[src/rtl/simon_frame_seq.sv]
`default_nettype none
// ============================================================================
// Module   : simon_frame_seq
// Purpose  : Turns a one-symbol command into a timed 128-bit MAX7219 frame
//            (symbol for ON_CYCLES, blank for OFF_CYCLES, then a done pulse).
//            Optional blink during SHOW when SIMON_FRAME_BLINK_EN is defined.
// Revision : 1.0 - initial release
// ============================================================================
module simon_frame_seq #(
  parameter int ON_CYCLES    = 50_000_000,
  parameter int OFF_CYCLES   = 25_000_000,
  parameter int BLINK_CYCLES = 5_000_000
) (
  input  logic         clk,
  input  logic         rst,
  input  logic         cmd_valid,
  input  logic [2:0]   cmd_symbol,
  output logic         cmd_ready,
  input  logic         cmd_abort,
  output logic [127:0] led_on,
  output logic         busy,
  output logic         done
);

  localparam int MAX_CYC = (ON_CYCLES > OFF_CYCLES) ? ON_CYCLES : OFF_CYCLES;
  localparam int CW      = ($clog2(MAX_CYC + 1) > 0) ? $clog2(MAX_CYC + 1) : 1;
  localparam logic [CW-1:0] ON_LOAD  = CW'(ON_CYCLES - 1);
  localparam logic [CW-1:0] OFF_LOAD = CW'((OFF_CYCLES > 0) ? OFF_CYCLES - 1 : 0);
  localparam logic [127:0]  BLANK    = 128'h0100_0200_0300_0400_0500_0600_0700_0800;

  if ((ON_CYCLES < 1) || (OFF_CYCLES < 0) || (BLINK_CYCLES < 1)) begin : g_param_check
    $error("simon_frame_seq: illegal cycle parameters");
  end

  typedef enum logic [1:0] {
    S_IDLE = 2'd0,
    S_SHOW = 2'd1,
    S_GAP  = 2'd2
  } state_t;

  state_t          state_q, state_d;
  logic [CW-1:0]   cnt_q, cnt_d;
  logic [127:0]    led_q, led_d;
  logic            done_q, done_d;

`ifdef SIMON_FRAME_BLINK_EN
  localparam int BW = ($clog2(BLINK_CYCLES) > 0) ? $clog2(BLINK_CYCLES) : 1;
  localparam logic [BW-1:0] BLINK_LOAD = BW'(BLINK_CYCLES - 1);
  logic [2:0]      sym_q, sym_d;
  logic [BW-1:0]   bcnt_q, bcnt_d;
  logic            phase_q, phase_d;
`endif

  // Word k carries digit address k+1 so the frame is never an all-zero no-op.
  function automatic logic [127:0] frame_of(input logic [2:0] s);
    logic [63:0]  r;
    logic [127:0] f;
    case (s)
      3'd1:    r = 64'h183C_7EFF_1818_1818;
      3'd2:    r = 64'h080C_0EFF_FF0E_0C08;
      3'd3:    r = 64'h1818_1818_FF7E_3C18;
      3'd4:    r = 64'h1030_70FF_FF70_3010;
      3'd5:    r = 64'h0001_0306_8CD8_7020;
      3'd6:    r = 64'h8142_2418_1824_4281;
      3'd7:    r = 64'hFFFF_FFFF_FFFF_FFFF;
      default: r = 64'h0;
    endcase
    f = '0;
    for (int k = 0; k < 8; k++) begin
      f[127-16*k -: 16] = {8'(k + 1), r[63-8*k -: 8]};
    end
    return f;
  endfunction

  always_comb begin
    state_d = state_q;
    cnt_d   = cnt_q;
    led_d   = led_q;
    done_d  = 1'b0;
`ifdef SIMON_FRAME_BLINK_EN
    sym_d   = sym_q;
    bcnt_d  = bcnt_q;
    phase_d = phase_q;
`endif
    if (cmd_abort) begin
      state_d = S_IDLE;
      cnt_d   = '0;
      led_d   = BLANK;
`ifdef SIMON_FRAME_BLINK_EN
      bcnt_d  = '0;
      phase_d = 1'b0;
`endif
    end else begin
      case (state_q)
        S_IDLE: begin
          if (cmd_valid) begin
            state_d = S_SHOW;
            cnt_d   = ON_LOAD;
            led_d   = frame_of(cmd_symbol);
`ifdef SIMON_FRAME_BLINK_EN
            sym_d   = cmd_symbol;
            bcnt_d  = BLINK_LOAD;
            phase_d = 1'b1;
`endif
          end
        end
        S_SHOW: begin
          if (cnt_q == '0) begin
            led_d = BLANK;
            if (OFF_CYCLES > 0) begin
              state_d = S_GAP;
              cnt_d   = OFF_LOAD;
            end else begin
              state_d = S_IDLE;
              done_d  = 1'b1;
            end
          end else begin
            cnt_d = cnt_q - CW'(1);
`ifdef SIMON_FRAME_BLINK_EN
            // phase_q high means the glyph is on screen
            if (bcnt_q == '0) begin
              phase_d = ~phase_q;
              bcnt_d  = BLINK_LOAD;
              led_d   = phase_q ? BLANK : frame_of(sym_q);
            end else begin
              bcnt_d  = bcnt_q - BW'(1);
            end
`endif
          end
        end
        S_GAP: begin
          if (cnt_q == '0) begin
            state_d = S_IDLE;
            done_d  = 1'b1;
          end else begin
            cnt_d = cnt_q - CW'(1);
          end
        end
        default: begin
          state_d = S_IDLE;
          cnt_d   = '0;
          led_d   = BLANK;
        end
      endcase
    end
  end

  always_ff @(posedge clk) begin
    if (rst) begin
      state_q <= S_IDLE;
      cnt_q   <= '0;
      led_q   <= BLANK;
      done_q  <= 1'b0;
    end else begin
      state_q <= state_d;
      cnt_q   <= cnt_d;
      led_q   <= led_d;
      done_q  <= done_d;
    end
  end

`ifdef SIMON_FRAME_BLINK_EN
  always_ff @(posedge clk) begin
    if (rst) begin
      sym_q   <= '0;
      bcnt_q  <= '0;
      phase_q <= 1'b0;
    end else begin
      sym_q   <= sym_d;
      bcnt_q  <= bcnt_d;
      phase_q <= phase_d;
    end
  end
`endif

  assign led_on    = led_q;
  assign done      = done_q;
  assign busy      = (state_q != S_IDLE);
  assign cmd_ready = (state_q == S_IDLE);

endmodule
`default_nettype wire

[config.mk]
export PLATFORM = sky130hd
export DESIGN_NAME = simon_frame_seq
export DESIGN_NICKNAME = d
export VERILOG_FILES = /design/src/rtl/simon_frame_seq.sv
export SDC_FILE = /design/constraint.sdc
export NUM_CORES = 1
export LEC_CHECK = 0
export CAP_MARGIN = 10
export CORE_MARGIN = 10
export CORE_UTILIZATION = 45
export CTS_CLUSTER_SIZE = 30
export DETAILED_ROUTE_END_ITERATION = 6
export HOLD_SLACK_MARGIN = 0.05
export PLACE_DENSITY_LB_ADDON = 0.1
export SYNTH_ARGS = -nofsm -noshare
export SYNTH_HDL_FRONTEND = slang
export SYNTH_SLANG_ARGS = --single-unit
[constraint.sdc]
create_clock -name clk -period 3.4 [get_ports clk]
set_clock_uncertainty 0.1 [all_clocks]
set_input_delay 0.51 -clock clk [delete_from_list [all_inputs] [get_ports clk]]
set_output_delay 0.51 -clock clk [all_outputs]
set_load 0.005 [all_outputs]
* After elaboration in Yosys (flattened, before gate mapping) *
Cells that the tools add are included.

cells by class
  add/sub/neg operators = 1
  eq/ne operators = 13
  multiplexer cells = 13
  bitwise operators = 1
  reduce and logical (&&, ||, !) cells = 8

operators by type and width
  operator                                             number
  one-hot mux 64 bit (7 select lines)                  1
  one-hot mux 128 bit (3 select lines)                 1
  two-way mux 128 bit                                  2
  two-way mux 26 bit                                   3
  one-hot mux 26 bit (3 select lines)                  1
  logical NOT 26 bit                                   1
  subtractor 26 x 1 -> 26 bit (second input constant)  1
  == test 3 bit (second input constant)                4
  != test 2 bit (second input constant)                4
  == test 3 x 2 -> 1 bit (second input constant)       2
  two-way mux 2 bit                                    3
  one-hot mux 2 bit (3 select lines)                   1
  AND reduction 3 bit                                  2
  == test 3 x 1 -> 1 bit (second input constant)       1
  OR reduction 3 bit                                   1
  == test 2 x 1 -> 1 bit (second input constant)       1
  == test 2 bit (second input constant)                1
  logical NOT 2 bit                                    1
  AND reduction 2 bit                                  1
  nonzero test 2 bit                                   1
  OR reduction 2 bit                                   1
  two-way mux 1 bit                                    1
  inverter 1 bit                                       1

word-level totals
  bits in registers = 157
  input bits = 7
  output and inout port bits = 131
  logic and storage cells = 40

* Longest topological paths before layout *
Gate-level depths: netlist of run 1.

  depth in word-level cells = 4
  gate-level depth with buffers = 10
  gate-level depth less buffers = 7

* Worst setup path before layout of run 1 *
Ideal clock, no wire load.

  path type = flip-flop to flip-flop
  start point = reg cnt_q[0]
  end point = reg cnt_q[22]
  setup time = 0.103 ns
  data arrival time = 2.175 ns
  required time = 3.197 ns
  setup slack = 1.022 ns
  stages on the path, launching flop included = 10
  buffers on the path = 2
  period minus slack after synthesis = 2.378 ns
  path through = dfxtp_1 -> inv_1 -> ha_1 -> or3b_2 -> clkbuf_1 -> nor4_1 -> a31o_2 -> buf_4 -> o21ai_1 -> a2111oi_2

on the way
  word-level cells in the longest chain between the ends = 3
  elaborated cells on any way between the ends = 7
  classes of those cells = add/sub: 1; eq/ne: 1; mux: 3; reduce/logical: 2

ends and longest elaborated chain
  item                                                                               RTL line  RTL
  start, declared                                                                    42        logic [CW-1:0] cnt_q, cnt_d;
  start signal, assigned                                                             156       cnt_q <= cnt_d;
  subtractor 26 x 1 -> 26 bit / logical NOT 26 bit (equally long branches)           -
  two-way mux 26 bit (tied with other cells)                                         132       if (cnt_q == '0) begin
  one-hot mux 26 bit (3 select lines) / AND reduction 2 bit (equally long branches)  -

Parallel ways exist; a longest one is shown, timed or not. The select of a mux whose other input is x is not followed.
A chain may end at the register's enable or synchronous reset.

* Worst setup path in the final report of run 1 *
  start point = reg cnt_q[4]
  end point = reg cnt_q[17]

Same word-level chain as after synthesis.

==> results of run 1 <==
## report_power, final
| group | internal (mW) | total, mW | switching (mW) |
|---|---|---|---|
| combinational | 0.140 | 0.380 | 0.240 |
| clock | 0.148 | 0.376 | 0.228 |
| sequential | 0.635 | 0.667 | 0.0314 |
## critical path: cells and delay by family (launching register included)
family | cells | cell delay [ns]
AND/OR/NAND/NOR | 2 | 1.49
AO/OA/AOI/OAI | 3 | 0.73
flip-flops | 1 | 0.37
## worst paths after layout
| check | to | from | slack, ns | depth (start not counted) |
|---|---|---|---|---|
| hold reg to reg | led_on[37]$_SDFFE_PP0P_ | led_on[37]$_SDFFE_PP0P_ | 0.38 | 2 |
| hold / removal | led_on[37]$_SDFFE_PP0P_ | led_on[37]$_SDFFE_PP0P_ | 0.38 | 2 |
| setup / recovery | cnt_q[17]$_SDFFE_PP0P_ | cnt_q[4]$_SDFFE_PP0P_ | 0.66 | 5 |
| setup reg to reg | cnt_q[17]$_SDFFE_PP0P_ | cnt_q[4]$_SDFFE_PP0P_ | 0.66 | 5 |
## final cells by class
class | count | area (um2)
Fill cell | 767 | 3800
Multi-Input combinational cell | 354 | 1916
Sequential cell | 52 | 1041
Timing Repair Buffer | 80 | 787.0
Tap cell | 102 | 127.6
Clock buffer | 5 | 68.82
Inverter | 12 | 45.04
Clock inverter | 3 | 22.52
## per-layer routing
metal / global-route usage (%) / wire, um / vias to the layer above
met2: 23.74 / 4488 / 185
met5: 0 / 0 / -
met3: 3.424 / 1119 / 8
met4: 3.670 / 86 / 0
li1: - / - / 1592
met1: 21.76 / 4563 / 1563
## cell usage in the layout (no fill, tap or decap), types with 5 or more instances in the layout
master           synthesis  routed
conb_1                   2      64
inv_1                   12      12
a21oi_1                 50      50
clkbuf_8                 0       5
buf_4                  106       6
o211ai_1                10      10
or3_1                    8       8
nor3_1                  14      14
o31ai_1                  6       6
or2_2                    5       5
a31o_2                   6       6
a31oi_1                  6       6
or4_1                    9       9
o22ai_1                  5       5
nor4_1                  11      11
o21ai_0                 42      42
clkdlybuf4s50_1          0      73
nand3_1                 12      12
nand2_1                 32      32
dfxtp_1                 52      52
nor2_1                  26      26
## state kept, by name, summed over array words and instances (netlist names)
signal and cells:
done 1, state_q 2, led_on 23, cnt_q 26
## cells by family after synthesis
| kind of cell | Yosys count |
|---|---|
| and+or+nand+nor | 138 |
| adders and majority gates | 2 |
| DFF | 52 |
| AOI/OAI and AO/OA | 145 |
| other | 2 |
| xor gates and xnor gates | 5 |
| buffers and inverters | 144 |
## per-stage QoR
step | utilization, % | cells
after global routing | 51.33 | 608
after detailed placement | 50.02 | 599
final | 51.33 | 608
after floorplan | - | 550
after global placement | 50.02 | 599
after CTS | 51.19 | 607
==> results.ini, run 1 <==
[power]
max-vdd-ir-drop_mv=0.1539
leakagePower_nw=1.479
powerDensity_mw_per_mm2=355.0
finalPower_mw=1.423

[synth]
synth_warnings=0
syn_area_mm2=0.003667
synth.mux.area_fraction_pct=0
synthSimpleGateAreaFrac_pct=19.86
ys_types=53
postSynthAreaPerCell_um2=7.515
synth_top_family_by_area=buffers and inverters
ys_seq_area_share_pct=28.39
synth_most_common_cell=buf_4
ys_async_sr_fraction_pct=0
synth-xor-area-share_pct=1.194
synth.largest_area_cell=dfxtp_1
synth_area_leaders=dfxtp_1 28%, buf_4 22%, a21oi_1 6.8%, o21ai_0 5.7%, nand2_1 3.3%
synth-compound-area-share_pct=23.75
ys_seq_elements=52
synth_flop_cell=dfxtp_1
syn_inst=488
synth_top_area_share_pct=28.39
synth_common_cells=106 x buf_4, 52 x dfxtp_1, 50 x a21oi_1
synthAdderAreaFrac_pct=0.8871
synth_edf_count=0

[grt]
grtUsageTotal_pct=15.56
antenna_found_initial=0
grt_first_pass_wirelength_um=15760
grt_max_degree=33
grt-ovfl-total=0
grt_pass1_vias=3090

[critical_path]
slowest_delay_ns=0.80
crit_slowest_cell=nor3_1
critical_path.cell_chain=or4_1, nor3_1, a311oi_1, o32ai_1, a31o_2
critPathRequiredTime_ns=3.57
crit_fanout=8
critPathKind=reg2reg
cp-start-kind=register
end_kind=register
arrival_ns=2.91

[clocking]
cts.reportedPaths.clkPinSlew_ns=0.10
clockBufferDepth=2
cts_max_level=2
postCtsSetupBuffers=0
insertion_delay_ns=0.31
cts-resized-gates=0
cts_num_sinks=52
cts_root_buffer=clkbuf_8
postCtsHoldBufs=0
cts_made_buffers=5
cts_tree=built

[timing]
setup_viol=0
max_freq_ghz=0.3651
worst_slack_ns=0.6612
period_share_pct=80.55
finalMaxSlewViolations=0
slew_headroom_pct=38.55
fin_crit_ns=2.739
finalHoldViolCount=0
finalSetupTns_ns=0
rsz0062_at_grt=no
tightest_slew_ns=0.9147
whs_ns=0.3819

[cells_and_area]
fin_area_mm2=0.004008
drive_gt1_share_pct=6.522
area_delta_synth_final_pct=9.280
nets=514
n_antenna_cell=0

[placement]
gp_congestion=0.8758
dpl_worst_slack_ns=0.6387
post_dp_cell_area_mm2=0.003905
hpwl_um=7490
io_buffers=73

[floorplanning]
die_h_um=110.3
die_area_mm2=0.01216
ios=138
start_util_pct=46.97
die_w_um=110.3
core-area_mm2=0.007807
num_rows=32

[drt]
dr.pass1.iters=5
ant_nets=0
viasPerCell=5.507
route.detailed.drc=0
wl_per_cell_um=16.87
drtIter0Drc=311
vias=3348
wl_um=10260

[status]
status=finished, final reports clean

[min_path]
hold_path_class=reg2reg

[run]
maxCapViolCount=0

Power figures use the tool's default switching activity.
==> inputs of run 2 (changes only) <==
Settings changed: CORE_UTILIZATION 45 to 41.
Clock period 3.4 ns to 2.5 ns, I/O delays scaled along.
==> run 2 against run 1 <==
Effect of this change: via count increased by 1.6%; critical path depth decreased by 2; register-to-register slack worse by 0.49 ns; non-clock buffer count is 25 higher; setup slack got worse by 0.53 ns; sequential power is 35% higher; final cell count is 5.1% higher.
==> results.ini, run 2 (same netlist as run 1, synthesis figures left out) <==
[status]
status=finished, final reports clean

[grt]
grt-ovfl-total=0
grt_max_degree=28
grtUsageTotal_pct=15.10
grt_pass1_vias=3256
grt_first_pass_wirelength_um=16590
antenna_found_initial=0

[drt]
wl_um=10570
route.detailed.drc=0
wl_per_cell_um=16.55
viasPerCell=5.324
ant_nets=0
drtIter0Drc=193
dr.pass1.iters=5
vias=3402

[placement]
hpwl_um=8182
gp_congestion=0.9355
dp.cells=631
post_dp_cell_area_mm2=0.004120
io_buffers=73

[clocking]
cts.reportedPaths.clkPinSlew_ns=0.10
cts_made_buffers=5
cts_num_sinks=52
cts_root_buffer=clkbuf_8
cts_tree=built
insertion_delay_ns=0.31
cts_max_level=2
clockBufferDepth=2
postCtsSetupBuffers=0

[power]
powerDensity_mw_per_mm2=475.2
max-vdd-ir-drop_mv=0.1938
leakagePower_nw=1.603

[cells_and_area]
largest_register_ffs=26
largest-register=cnt_q
area_delta_synth_final_pct=15.66
drive_gt1_share_pct=11.30
nets=539
layout_common_cells=73 x clkdlybuf4s50_1, 64 x conb_1, 52 x dfxtp_1, 50 x a21oi_1, 42 x o21ai_0
fin_area_mm2=0.004242
n_antenna_cell=0
instances_no_fill=639
final_common_cell=clkdlybuf4s50_1

[run]
maxCapViolCount=0

[min_path]
hold_path_class=reg2reg
hold_depth=2

[floorplanning]
die_h_um=114.6
ios=138
num_rows=34
die_w_um=114.6
core-area_mm2=0.008721
die_area_mm2=0.01313
start_util_pct=42.05

[timing]
period_share_pct=94.78
rsz0062_at_grt=no
finalMaxSlewViolations=0
finalHoldViolCount=0
setup_viol=0
tightest_slew_ns=0.6758
max_freq_ghz=0.4221
fin_crit_ns=2.369
slew_headroom_pct=54.68
finalSetupTns_ns=0

[critical_path]
arrival_ns=1.89
critPathKind=reg2out
critical_path.cell_chain=or2_2, inv_1, clkdlybuf4s50_1
end_kind=output port
crit_slowest_cell=clkdlybuf4s50_1
slowest_delay_ns=0.57
crit_fanout=7
cp-start-kind=register
critPathRequiredTime_ns=2.03
reg2reg_depth=6

-- run 2: power by group --
| group | internal, mW | switching, mW | leakage, nW |
|---|---|---|---|
| clock | 0.226 | 0.290 | 0.0445 |
| sequential | 0.864 | 0.0388 | 0.424 |
| combinational | 0.249 | 0.349 | 1.13 |
| total | 1.34 | 0.677 | 1.60 |
-- run 2: path summary, 6_finish.rpt --
kind                            from  slack [ns]                 endpoint
min          led_on[82]$_SDFFE_PP0P_        0.38  led_on[82]$_SDFFE_PP0P_
max reg2reg   cnt_q[14]$_SDFFE_PP0P_        0.17   cnt_q[11]$_SDFFE_PP0P_
max          state_q[0]$_SDFFE_PP0P_        0.13                cmd_ready
min reg2reg  led_on[82]$_SDFFE_PP0P_        0.38  led_on[82]$_SDFFE_PP0P_
-- run 2: what timing repair did --
item                                   4_1_cts  5_1_grt
hold buffers                                 0        0
resized for setup                            0        5
endpoints found under the hold margin        0        0
setup endpoints to repair                    0       17
-- run 2: layout make-up --
type	instances	area (um2)
clock buffers	7	86.33
repair buffers	105	983.4
multi-input cells	354	1943
inverters	12	45.04
clock inverters	1	7.507
fillers	854	4479
well taps	108	135.1
flip-flops and latches	52	1041
-- run 2: metal layers --
metal / GRT usage, % / share of wire [%] / up-vias
met5: 0 / 0 / -
met4: 3.843 / 0.85 / 0
met3: 3.145 / 9.0 / 6
met2: 23.82 / 46 / 164
met1: 20.36 / 44 / 1580
li1: - / - / 1652
-- run 2: through the flow --
step | utilization, % | power, mW | hold slack (ns) | worst slack (ns)
floorplan | - | 1.351 | 0.3585 | 0.1216
global route | 48.64 | 2.121 | 0.4184 | 0.01586
finish | 48.64 | 2.016 | 0.3846 | 0.1306
global placement | 47.25 | 1.495 | 0.3620 | 0.1526
detailed placement | 47.25 | 1.499 | 0.3785 | 0.08366
CTS | 48.32 | 2.012 | 0.3924 | 0.06208
-- run 2: critical path, delay by kind of cell (launching register included) --
family                 cells  cell delay [ns]
buffers and inverters      2             0.82
DFF                        1             0.40
and+or+nand+nor            1             0.36
